[src/rtl/mul_sequencer_pkg.sv]
// mul_sequencer_pkg: ALU control codes and multiply FSM state
// shared by the EX-stage multiply sequencer and its datapath.
package mul_sequencer_pkg;

    localparam logic [3:0] ALU_AND  = 4'b0000;
    localparam logic [3:0] ALU_XOR  = 4'b0001;
    localparam logic [3:0] ALU_SLL  = 4'b0010;
    localparam logic [3:0] ALU_ADD  = 4'b0011;
    localparam logic [3:0] ALU_SUB  = 4'b0100;
    localparam logic [3:0] ALU_MUL  = 4'b0101;
    localparam logic [3:0] ALU_SRAI = 4'b0110;

    typedef enum logic [1:0] {
        ST_IDLE = 2'd0,
        ST_RUN  = 2'd1,
        ST_DONE = 2'd2
    } mul_state_e;

endpackage

[src/rtl/mul_sequencer_if.sv]
// mul_sequencer_if: EX-stage <-> multiply sequencer bundle.
// master = EX stage (drives op/operands), slave = sequencer (drives stall/result).
interface mul_sequencer_if #(
    parameter int WIDTH  = 32,
    parameter int CTRL_W = 4
);
    logic [CTRL_W-1:0] ALUCtrl_i;
    logic              valid_i;
    logic              flush_i;
    logic [WIDTH-1:0]  data1_i;
    logic [WIDTH-1:0]  data2_i;
    logic              stall_o;
    logic              busy_o;
    logic              done_o;
    logic [WIDTH-1:0]  result_o;

    modport master (
        output ALUCtrl_i, valid_i, flush_i, data1_i, data2_i,
        input  stall_o, busy_o, done_o, result_o
    );

    modport slave (
        input  ALUCtrl_i, valid_i, flush_i, data1_i, data2_i,
        output stall_o, busy_o, done_o, result_o
    );
endinterface

[src/rtl/mul_shift_add_dp.sv]
// mul_shift_add_dp: shift-add multiply datapath (mcand/mplr/acc/cnt).
// Ports: clk_i, rst_i, load_i (latch operands), step_i (one iteration),
//        mcand_i/mplr_i operands, last_o (final step now), acc_o product.
module mul_shift_add_dp
    import mul_sequencer_pkg::*;
#(
    parameter int WIDTH = 32
) (
    input  logic             clk_i,
    input  logic             rst_i,
    input  logic             load_i,
    input  logic             step_i,
    input  logic [WIDTH-1:0] mcand_i,
    input  logic [WIDTH-1:0] mplr_i,
    output logic             last_o,
    output logic [WIDTH-1:0] acc_o
);

    localparam int CNT_W = $clog2(WIDTH) + 1;

    logic [WIDTH-1:0] mcand_q, mcand_d;
    logic [WIDTH-1:0] mplr_q, mplr_d;
    logic [WIDTH-1:0] acc_q, acc_d;
    logic [CNT_W-1:0] cnt_q, cnt_d;

    always_ff @(posedge clk_i or posedge rst_i) begin
        if (rst_i) begin
            mcand_q <= '0;
            mplr_q  <= '0;
            acc_q   <= '0;
            cnt_q   <= '0;
        end else begin
            mcand_q <= mcand_d;
            mplr_q  <= mplr_d;
            acc_q   <= acc_d;
            cnt_q   <= cnt_d;
        end
    end

    always_comb begin
        mcand_d = mcand_q;
        mplr_d  = mplr_q;
        acc_d   = acc_q;
        cnt_d   = cnt_q;
        if (load_i) begin
            mcand_d = mcand_i;
            mplr_d  = mplr_i;
            acc_d   = '0;
            cnt_d   = '0;
        end else if (step_i) begin
            if (mplr_q[0]) begin
                acc_d = acc_q + mcand_q;
            end
            mcand_d = mcand_q << 1;
            mplr_d  = mplr_q >> 1;
            cnt_d   = cnt_q + 1'b1;
        end
    end

    // Stop early once no multiplier bits remain after this step.
    assign last_o = ((mplr_q >> 1) == '0) ||
                    (cnt_q == CNT_W'(WIDTH - 1));
    assign acc_o  = acc_q;

endmodule

[src/rtl/mul_sequencer.sv]
// mul_sequencer: EX-stage multi-cycle MUL controller (IDLE/RUN/DONE).
// Ports: clk_i, rst_i (async, active-high), bus (slave): op/operands in,
//        stall_o/busy_o/done_o/result_o out.
module mul_sequencer
    import mul_sequencer_pkg::*;
#(
    parameter int                WIDTH    = 32,
    parameter int                CTRL_W   = 4,
    parameter logic [CTRL_W-1:0] MUL_CODE = CTRL_W'(ALU_MUL)
) (
    input  logic           clk_i,
    input  logic           rst_i,
    mul_sequencer_if.slave bus
);

    mul_state_e       state_q, state_d;
    logic [WIDTH-1:0] result_q, result_d;

    logic             accept;
    logic             load;
    logic             step;
    logic             last;
    logic [WIDTH-1:0] acc;

    logic             stall;
    logic             busy;
    logic             done;
    logic [WIDTH-1:0] result;

    // Reset gates accept so stall drops the moment rst_i rises.
    assign accept = !rst_i && bus.valid_i && !bus.flush_i &&
                    (bus.ALUCtrl_i == MUL_CODE);

    mul_shift_add_dp #(
        .WIDTH (WIDTH)
    ) u_dp (
        .clk_i   (clk_i),
        .rst_i   (rst_i),
        .load_i  (load),
        .step_i  (step),
        .mcand_i (bus.data1_i),
        .mplr_i  (bus.data2_i),
        .last_o  (last),
        .acc_o   (acc)
    );

    always_ff @(posedge clk_i or posedge rst_i) begin
        if (rst_i) begin
            state_q  <= ST_IDLE;
            result_q <= '0;
        end else begin
            state_q  <= state_d;
            result_q <= result_d;
        end
    end

    always_comb begin
        state_d = state_q;
        if (bus.flush_i) begin
            state_d = ST_IDLE;
        end else begin
            unique case (state_q)
                ST_IDLE: if (accept) state_d = ST_RUN;
                ST_RUN:  if (last) state_d = ST_DONE;
                ST_DONE: state_d = ST_IDLE;
                default: state_d = ST_IDLE;
            endcase
        end
    end

    always_comb begin
        stall  = 1'b0;
        done   = 1'b0;
        load   = 1'b0;
        step   = 1'b0;
        result = result_q;
        busy   = (state_q != ST_IDLE);
        unique case (state_q)
            ST_IDLE: begin
                load  = accept;
                stall = accept;
            end
            ST_RUN: begin
                step  = !bus.flush_i;
                stall = !bus.flush_i;
            end
            ST_DONE: begin
                // A flushed DONE leaves the last completed product visible.
                if (!bus.flush_i) begin
                    done   = 1'b1;
                    result = acc;
                end
            end
            default: begin
                stall = 1'b0;
            end
        endcase
        result_d = result;
    end

    assign bus.stall_o  = stall;
    assign bus.busy_o   = busy;
    assign bus.done_o   = done;
    assign bus.result_o = result;

endmodule

[src/flat_wrapper.sv]
// flat-port wrapper written by rule: the top's interface ports become plain ports
module mul_sequencer_flat import mul_sequencer_pkg::*;
#(
    parameter int                WIDTH    = 32,
    parameter int                CTRL_W   = 4,
    parameter logic [CTRL_W-1:0] MUL_CODE = CTRL_W'(ALU_MUL)
)
  (clk_i, rst_i, bus_ALUCtrl_i, bus_valid_i, bus_flush_i, bus_data1_i, bus_data2_i, bus_stall_o, bus_busy_o, bus_done_o, bus_result_o);
  mul_sequencer_if #(.WIDTH(WIDTH), .CTRL_W(CTRL_W)) bus_i ();
  input  logic clk_i;
  input  logic rst_i;
  input wire logic [$bits(bus_i.ALUCtrl_i)-1:0] bus_ALUCtrl_i;
  input wire logic [$bits(bus_i.valid_i)-1:0] bus_valid_i;
  input wire logic [$bits(bus_i.flush_i)-1:0] bus_flush_i;
  input wire logic [$bits(bus_i.data1_i)-1:0] bus_data1_i;
  input wire logic [$bits(bus_i.data2_i)-1:0] bus_data2_i;
  output wire logic [$bits(bus_i.stall_o)-1:0] bus_stall_o;
  output wire logic [$bits(bus_i.busy_o)-1:0] bus_busy_o;
  output wire logic [$bits(bus_i.done_o)-1:0] bus_done_o;
  output wire logic [$bits(bus_i.result_o)-1:0] bus_result_o;
  assign bus_i.ALUCtrl_i = bus_ALUCtrl_i;
  assign bus_i.valid_i = bus_valid_i;
  assign bus_i.flush_i = bus_flush_i;
  assign bus_i.data1_i = bus_data1_i;
  assign bus_i.data2_i = bus_data2_i;
  assign bus_stall_o = bus_i.stall_o;
  assign bus_busy_o = bus_i.busy_o;
  assign bus_done_o = bus_i.done_o;
  assign bus_result_o = bus_i.result_o;
  mul_sequencer #(.WIDTH(WIDTH), .CTRL_W(CTRL_W), .MUL_CODE(MUL_CODE)) u_core (.clk_i(clk_i), .rst_i(rst_i), .bus(bus_i));
endmodule
[config.mk]
export PLATFORM = sky130hd
export DESIGN_NAME = mul_sequencer_flat
export DESIGN_NICKNAME = d
export VERILOG_FILES = /design/src/rtl/mul_sequencer_pkg.sv /design/src/rtl/mul_sequencer_if.sv /design/src/rtl/mul_shift_add_dp.sv /design/src/rtl/mul_sequencer.sv /design/src/flat_wrapper.sv
export SDC_FILE = /design/constraint.sdc
export NUM_CORES = 1
export LEC_CHECK = 0
export BUFFER_PORTS_ARGS = -buffer_cell sky130_fd_sc_hd__buf_2
export CORE_UTILIZATION = 52
export CTS_CLUSTER_DIAMETER = 60
export DETAILED_ROUTE_END_ITERATION = 12
export PLACE_DENSITY_LB_ADDON = 0.2
export SETUP_SLACK_MARGIN = 0.1
export SYNTH_ARGS = -nofsm -noshare
export SYNTH_HDL_FRONTEND = slang
export SYNTH_SLANG_ARGS = --single-unit
[constraint.sdc]
create_clock -name clk_i -period 3.9 [get_ports clk_i]
set_input_delay 0.585 -clock clk_i [delete_from_list [all_inputs] [get_ports clk_i]]
set_output_delay 0.585 -clock clk_i [all_outputs]
set_load 0.02 [all_outputs]
==> run_results.csv <==
group,metric,value,unit
status,outcome,"complete, no violations",
cells_and_area,syn_to_final_growth,17.99,%
timing,final_period_minus_worst_setup_slack,2.952,ns
setup_path,timing.critical_path.to_type,"register",
placed_design,routabilityCongestion,0.8691,
grt,maximum_number_of_pins_on_one_net_before_global_route_repair,71,
setup_path,worst_ep_required_time,4.18,ns
cells_and_area,final-seq-area,3403,um2
timing,worst_hold_slack_after_final_layout,0.3273,ns
setup_path,peak_per_stage_delay_on_the_critical_path,0.40,ns
detailed_routing,drt_pass1_iterations,5,
die,initial_cell_density_of_the_core,0.5409,
die,placement_rows,42,
clock_network,clkLatencyLatePin,0.43,ns
synth,synthesis.area_per_instance,9.365,um2
clock_network,cts_root_buffer,"clkbuf_16",
synth,count_of_flip_flops_with_a_built_in_enable_after_synthesis,0,
clock_network,clk_pin_slew_worst_paths,0.06,ns
clock_network,clock_buffer_count_from_cts,17,
cells_and_area,final_cell_mix,"nand2_1, dfrtp_1, buf_2, nor2_1, a22oi_1",
die,design.die.area,14410,um2
synth,synthesis.area,7248,um2
synth,ys.flop_type,"dfrtp_1",
setup_path,critPathMaxFanout,3,
synth,yosys.area_share.adder,0.05800,
setup_path,critPathTopFamily,"compound AO/OA/AOI/OAI gates",
synth,synth_warnings,0,
cells_and_area,multi_input_area,3636,um2
setup_path,critical_path_class,"reg -> reg",
cells_and_area,num-fill-cells,1157,
setup_path,crit-reg2reg-capture,"u_core.u_dp.acc_o[30]",
die,core_area,13400,um2
power_and_ir_drop,p_leak,0.004363,uW
setup_path,cpMaxStageDelayCell,"dfrtp_1",
die,die_w,120.1,um
setup_path,critPathLaunchType,"register",
synth,asyncSetResetFlopFracSynth,1.000,
die,num_io_pins,107,
setup_path,timing.critical_path.cells,"ha_1 > fa_1 > a21o_1 > a221oi_2 > o221ai_1 > and2_1 > and4_4 > a211oi_2 > xor2_1 > o21ai_1",
synth,synthCells,774,
synth,post_synth_mux_area_share,0.05110,
synth,synth_cell_type_count,64,
detailed_routing,postRouteWirelength,17320,um
die,fp.dieH,120.1,um
timing,unrepaired_setup_endpoints_after_global_routing,"false",
detailed_routing,via_per_instance_ratio,5.771,
detailed_routing,num_vias,6065,
timing,setup_tns,0,ns
synth,fraction_of_the_yosys_area_taken_by_sequential_cells,0.4695,
detailed_routing,remaining_drc_errors,0,
grt,grt_first_pass_wirelength,29480,um
clock_network,tritoncts,"yes",
timing,timing.max_slew.rel_slack,0.3570,
setup_path,critPathArrivalTime,3.23,ns
synth,syn_nets,879,
setup_path,critical_path.n_buffers_inverters,0,
cells_and_area,drive_above_1_share,0.2208,
grt,antenna_found_initial,2,
placed_design,half_perimeter_wire_length_of_the_detailed_placement_result,11670,um
detailed_routing,final_antenna_net_count,0,
grt,global_route.usage.total,0.2595,
run,max_cap_violations,0,
grt,first_global_vias,6214,
timing,final.period_utilization,0.7569,
clock_network,htree_num_levels,4,
timing,worst-slew-pin-transition,0.9622,ns
placed_design,portBuffers,106,
clock_network,clock_path_buffers,2,
timing,finalSetupViolations,0,
clock_network,cts_sinks,136,
detailed_routing,detail_route.iter0.violations,432,
clock_network,holdBufCountCts,0,
timing,finalHoldViolCount,0,
synth,post_synthesis_sequential_element_count,136,
clock_network,post_cts_resized,0,
synth,synth_top_family_by_area,"simple AND/OR/NAND/NOR gates",
detailed_routing,average_wire_length_per_cell_after_detail_routing,16.48,um
setup_path,rrSetupSlack,0.95,ns
hold_path,hp-class,"in -> async",
timing,max_freq,338.8,MHz
setup_path,crit-reg2reg-launch,"u_core.u_dp.mcand_q[0]",
synth,yosys.area_share.simple,0.1844,
clock_network,cts_setup_buffers,0,
timing,fin_skew,0.01059,ns
synth,synth_compound_gate_area_share,0.1695,
synth,post_synth_xor_area_fraction,0.03746,
setup_path,reg2regPathDepth,10,
power_and_ir_drop,p_per_area,474.7,nW/um2
timing,maxSlewViolCount,0,
grt,globalRouteOverflowTotal,0,
cells_and_area,layout.cells.most_common,"nand2_1",
power_and_ir_drop,vdd_ir_drop_max,308.6,uV
cells_and_area,final_net_count,967,
[where the power goes]
group | total, uW | switching [uW] | internal [uW]
sequential | 1710 | 141 | 1570
combinational | 611 | 352 | 259
clock | 1740 | 621 | 1120
total | 4060 | 1110 | 2950
[routing by layer]
layer,GRT usage,vias up,wire length [um]
met5,0,-,13
li1,-,2933,-
met1,0.3201,2961,7693
met4,0.1063,2,293
met3,0.06179,29,799
met2,0.4353,140,8520
[state kept, by name, summed over array words and instances, names as in the netlist]
| signal | cells |
|---|---|
| u_core.u_dp.mplr_q | 32 |
| u_core.state_q | 2 |
| u_core.u_dp.acc_o | 32 |
| u_core.result_q | 32 |
| u_core.u_dp.cnt_q | 6 |
| u_core.u_dp.mcand_q | 32 |
[Yosys cell counts, types with 5 or more instances]
master	number	area [um2]
nand2_1	179	671.9
dfrtp_1	136	3403
nor2_1	52	195.2
clkbuf_1	43	161.4
a22oi_1	34	255.2
a31oi_1	32	200.2
ha_1	32	400.4
mux2_2	32	360.4
a21oi_1	27	135.1
o21ai_1	21	105.1
xor2_1	18	157.7
o21ai_0	15	75.07
a21o_1	14	105.1
nand3_1	14	70.07
xnor2_1	13	113.9
nand4_1	12	75.07
inv_1	8	30.03
nor3_1	7	35.03
nor4_1	7	43.79
nand2b_1	5	31.28
nor3b_1	5	37.54
[how the worst max path moves through the flow]
stage	endpoint	startpoint	slack, ns	cells after the start
finish	u_core.u_dp.acc_o[30]	u_core.u_dp.mcand_q[0]	0.95	10
global route	u_core.u_dp.acc_o[30]	u_core.u_dp.mcand_q[0]	0.78	10
CTS	u_core.u_dp.acc_o[30]	u_core.u_dp.mcand_q[0]	0.97	10
detailed placement	u_core.u_dp.acc_o[30]	u_core.u_dp.mcand_q[0]	0.99	10
global placement	u_core.u_dp.acc_o[30]	u_core.u_dp.mcand_q[0]	1.07	10
floorplan	bus_result_o[22]	bus_flush_i	1.29	3
[cells by family after synthesis]
logic type	after synthesis
simple gates	305
mux	33
compound gates	181
buf+inv	55
flops	136
fa+ha+maj	33
xor+xnor	31
[area by class of cell]
class,count,area share
Clock inverter,10,0.01961
Multi-Input combinational cell,583,0.4252
Timing Repair Buffer,116,0.07228
Sequential cell,136,0.3980
Clock buffer,21,0.05501
Antenna cell,1,0.0002926
Inverter,8,0.003950
Tap cell,176,0.02575
[per-stage QoR]
step / std cells / worst slack (ns) / total power, uW / instance area [um2] / util
2_1_floorplan: 774 / 1.289 / 2160 / 7252 / -
3_3_place_gp: 1019 / 1.069 / 2312 / 7911 / 0.5904
3_5_place_dp: 1019 / 0.9922 / 2333 / 7911 / 0.5904
4_1_cts: 1050 / 0.9675 / 4083 / 8549 / 0.6380
5_1_grt: 1051 / 0.7833 / 4241 / 8552 / 0.6382
6_report: 1051 / 0.9482 / 4060 / 8552 / 0.6382
Note: power is estimated with default switching activity, not from simulation.
